==> src/rtl/arith_pkg.sv <==
// arith_pkg: shared subtractor constants and the 4-bit borrow-lookahead combine
package arith_pkg;
  localparam int LA_BLOCK = 4;
  // Returns the borrows into bits 1..3 of the block and the block borrow-out, msb first.
  function automatic logic [LA_BLOCK-1:0] borrow_lookahead4(
    input logic [LA_BLOCK-1:0] g,
    input logic [LA_BLOCK-1:0] p,
    input logic bin
  );
    return {g[3] | p[3] & g[2] | p[3] & p[2] & g[1] | p[3] & p[2] & p[1] & g[0] | (&p) & bin,
            g[2] | p[2] & g[1] | p[2] & p[1] & g[0] | p[2] & p[1] & p[0] & bin,
            g[1] | p[1] & g[0] | p[1] & p[0] & bin,
            g[0] | p[0] & bin};
  endfunction
endpackage

==> src/rtl/full_subtractor_bit.sv <==
// full_subtractor_bit: one-bit combinational full subtractor cell
module full_subtractor_bit (
  input  logic a,
  input  logic b,
  input  logic bin,
  output logic d,
  output logic bout
);
  assign d = a ^ b ^ bin;
  assign bout = (~a & b) | (~a & bin) | (b & bin);
endmodule

==> src/rtl/full_subtractor.sv <==
// full_subtractor: registered diff = a - b - cin with borrow-out, ripple or 4-bit lookahead
module full_subtractor
  import arith_pkg::*;
#(
  parameter int WIDTH = 1,
  parameter int LOOKAHEAD = 0
) (
  input  logic             clk,
  input  logic             rst,
  input  logic             in_valid,
  input  logic [WIDTH-1:0] a,
  input  logic [WIDTH-1:0] b,
  input  logic             cin,
  output logic             out_valid,
  output logic [WIDTH-1:0] diff,
  output logic             borrow
);
  logic [WIDTH-1:0] d;
  logic bo;
  genvar i, k;
  generate
    if (LOOKAHEAD == 0) begin : g_ripple
      logic [WIDTH:0] bc;
      assign bc[0] = cin;
      for (i = 0; i < WIDTH; i++) begin : g_bit
        full_subtractor_bit u_bit (.a(a[i]), .b(b[i]), .bin(bc[i]), .d(d[i]), .bout(bc[i+1]));
      end
      assign bo = bc[WIDTH];
    end else begin : g_la
      localparam int NB = (WIDTH + LA_BLOCK - 1) / LA_BLOCK;
      localparam int PW = NB * LA_BLOCK;
      logic [PW-1:0] g, p;
      logic [PW:0] c;
      assign c[0] = cin;
      // With bin tied low the cell yields g on bout and a^b on d, i.e. ~p.
      for (i = 0; i < PW; i++) begin : g_bit
        if (i < WIDTH) begin : g_cell
          logic x;
          full_subtractor_bit u_bit (.a(a[i]), .b(b[i]), .bin(1'b0), .d(x), .bout(g[i]));
          assign p[i] = ~x;
          assign d[i] = x ^ c[i];
        end else begin : g_pad
          assign g[i] = 1'b0;
          assign p[i] = 1'b1;
        end
      end
      for (k = 0; k < NB; k++) begin : g_blk
        assign c[LA_BLOCK*k+1 +: LA_BLOCK] =
          borrow_lookahead4(g[LA_BLOCK*k +: LA_BLOCK], p[LA_BLOCK*k +: LA_BLOCK], c[LA_BLOCK*k]);
      end
      // Pad bits only propagate, so every borrow from bit WIDTH upward is the same value.
      assign bo = &c[PW:WIDTH];
    end
  endgenerate
  always_ff @(posedge clk or posedge rst) begin
    if (rst) begin
      out_valid <= 1'b0;
      diff <= '0;
      borrow <= 1'b0;
    end else begin
      out_valid <= in_valid;
      if (in_valid) begin
        diff <= d;
        borrow <= bo;
      end
    end
  end
endmodule

==> config.mk <==
export PLATFORM = sky130hd
export DESIGN_NAME = full_subtractor
export DESIGN_NICKNAME = d
export VERILOG_FILES = /design/src/rtl/arith_pkg.sv /design/src/rtl/full_subtractor_bit.sv /design/src/rtl/full_subtractor.sv
export SDC_FILE = /design/constraint.sdc
export NUM_CORES = 1
export LEC_CHECK = 0
export ABC_AREA = 0
export ABC_CLOCK_PERIOD_IN_PS = 2000
export BUFFER_PORTS_ARGS = -buffer_cell sky130_fd_sc_hd__buf_2
export CAP_MARGIN = 20
export CORE_AREA = 2 2 39 41
export DETAILED_ROUTE_END_ITERATION = 7
export DIE_AREA = 0 0 41 43
export GPL_ROUTABILITY_DRIVEN = 0
export PLACE_DENSITY = 0.3
export SYNTH_ARGS = -nofsm -noshare
export SYNTH_HDL_FRONTEND = slang
export SYNTH_SLANG_ARGS = --single-unit
==> constraint.sdc <==
create_clock -name clk -period 2 [get_ports clk]
set_input_delay 0.1 -clock clk [delete_from_list [all_inputs] [get_ports clk]]
set_output_delay 0.1 -clock clk [all_outputs]
set_load 0.1 [all_outputs]
==> impl_metrics.json <==
{
  "status": "finished, final reports clean",
  "drive_above_1_share_pct": 54.5,
  "fin_worst_skew_ns": 0,
  "grt-ovfl-total": 0,
  "yosys.cell_count.top_type": "dfrtp_1",
  "io_pins": 9,
  "avgSynthCellArea_um2": 14.0,
  "crit_buf_inv": 1,
  "setup_tns_ns": 0,
  "synth_seq_cells": 3,
  "initialDrtViolationCount": 3,
  "cts_tree": "yes",
  "endpoint_kind": "primary output",
  "grt_max_degree": 5,
  "clk_pin_slew_ns": 0.04,
  "worst_ep_required_time_ns": 1.90,
  "synthCells": 9,
  "areaGrowthSynthToFinish_pct": 76.2,
  "antenna_cells": 0,
  "critical_path_depth": 1,
  "yosys-top-cells-count": "dfrtp_1 (3), inv_1 (2)",
  "fillers": 155,
  "cap_violations": 0,
  "yosys_warnings": 0,
  "ir_worst_vdd_v": 0.000174,
  "hold_class": "in -> reg",
  "yosys-top-cells-area": "dfrtp_1 (59%), fa_1 (16%), mux2_4 (12%)",
  "cts_hold_buffers": 1,
  "max-slew-margin-rel_pct": 67.4,
  "p_total_uw": 255,
  "period_share_pct": 55.7,
  "post_cts_buffers": 0,
  "whs_path_depth": 1,
  "synth_cell_types": 6,
  "cts_max_path_buffers": 2,
  "crit_family": "buffers and inverters",
  "numPortBuffers": 8,
  "die_area_mm2": 0.00176,
  "htree_num_levels": 1,
  "p_per_area_mw_per_mm2": 1150,
  "ant_nets": 0,
  "antenna_found_initial": 0,
  "leakagePower_nw": 0.114,
  "synth.top_cell.area_share_pct": 59.4,
  "setup_violations": 0,
  "drt-wirelength-per-cell_um": 7.47,
  "crit_arrival_ns": 1.01,
  "drt_pre_antenna_iters": 3,
  "cp_slowest_cell": "buf_2",
  "max_freq_mhz": 897,
  "cts_resized": 0,
  "path_cells": "buf_2",
  "grt_setup_unrepaired": "false",
  "cts.sinks": 3,
  "vias": 107,
  "insertion_delay_ns": 0.23,
  "critPathMaxStageDelay_ns": 0.43,
  "die_y_um": 43,
  "grt_usage_pct": 5.05,
  "syn_nets": 16,
  "startpoint_type": "flop",
  "ys_seq_area_share_pct": 59.4,
  "cts_made_buffers": 3,
  "viasPerCell": 2.82,
  "synth_flop_cell": "dfrtp_1",
  "slew_viol_final": 0,
  "totalWireLength_um": 284,
  "root_buffer": "clkbuf_4",
  "drc": 0,
  "synth-async-reset-ratio_pct": 100,
  "die_w_um": 41,
  "synth-edff-count": 0,
  "core_mm2": 0.00138,
  "worstMarginPinSlew_ns": 0.492,
  "grt_pass1_vias": 119,
  "netlist_area_um2": 126,
  "start_util_pct": 9.13,
  "num_rows": 14,
  "grt_pass1_wl_um": 462,
  "fin_nets": 30,
  "worst-path-max-fanout": 2,
  "synth_area_leader_cell": "dfrtp_1",
  "reg2reg_depth": 1,
  "finalHoldViolations": 0,
  "min_period_ns": 1.11,
  "path_class": "reg -> out"
}
-- metrics by stage --
stage	utilization, %	cell area [µm²]	setup WS, ns	std cells	hold slack, ns
CTS	16.1	223	0.867	38	0.0186
global route	16.1	223	0.846	38	0.0304
floorplan	-	126	0.742	9	-0.146
global placement	13.5	186	0.990	33	-0.0359
finish	16.1	223	0.886	38	0.0291
detailed placement	13.5	186	0.977	33	-0.0295
-- cell families (layout without fill, tap and decap cells) --
kind of cell,count (synthesis),after routing,synth area share (%)
DFF,3,3,59.4
buffers and inverters,2,15,5.94
adders and majority gates,1,1,15.8
AOI/OAI and AO/OA,1,1,3.96
muxes,1,1,11.9
and+or+nand+nor,1,1,2.97
-- layer usage --
layer | part of all wire (%) | track usage, % | wire length [µm]
met5 | 0 | 0 | 0
met1 | 42 | 4.25 | 118
met2 | 32 | 5.00 | 92
met4 | 6.3 | 10.0 | 18
met3 | 19 | 3.14 | 54
-- path summary, 6_finish.rpt --
kind	end	startpoint	slack, ns
max	borrow	borrow	0.89
min	out_valid	in_valid	0.03
max reg2reg	borrow	borrow	1.23
min reg2reg	diff	diff	0.53
max in group asynchronous	borrow	rst	1.60
min in group asynchronous	out_valid	rst	0.27
-- final cells by class --
type                       count  area, µm²  share of cell area [%]
tap                           16       20.0                    8.99
clock buffer                   4       26.3                    11.8
sequential                     3       75.1                    33.7
multi-input combinational      4       43.8                    19.7
inverter                       2       7.51                    3.37
timing repair buffer           9       50.0                    22.5
-- flip-flops by register name, indices dropped and copies added (netlist names) --
signal	flops
borrow	1
diff	1
out_valid	1
-- power by group --
group	switching, mW	leakage [nW]	internal [mW]
logic	0.0609	0.0647	0.0160
registers	0.00328	0.0345	0.0677
clock network	0.0323	0.0150	0.0748
-- cells in the final DEF (no fill, tap or decap), drive strengths merged --
cell type	synthesis	routed
a21oi	1	1
buf	0	8
clkbuf	0	4
dfrtp	3	3
dlygate4sd3	0	1
fa	1	1
inv	2	2
mux2	1	1
nor2	1	1
Note: power is estimated with default switching activity, not from simulation.
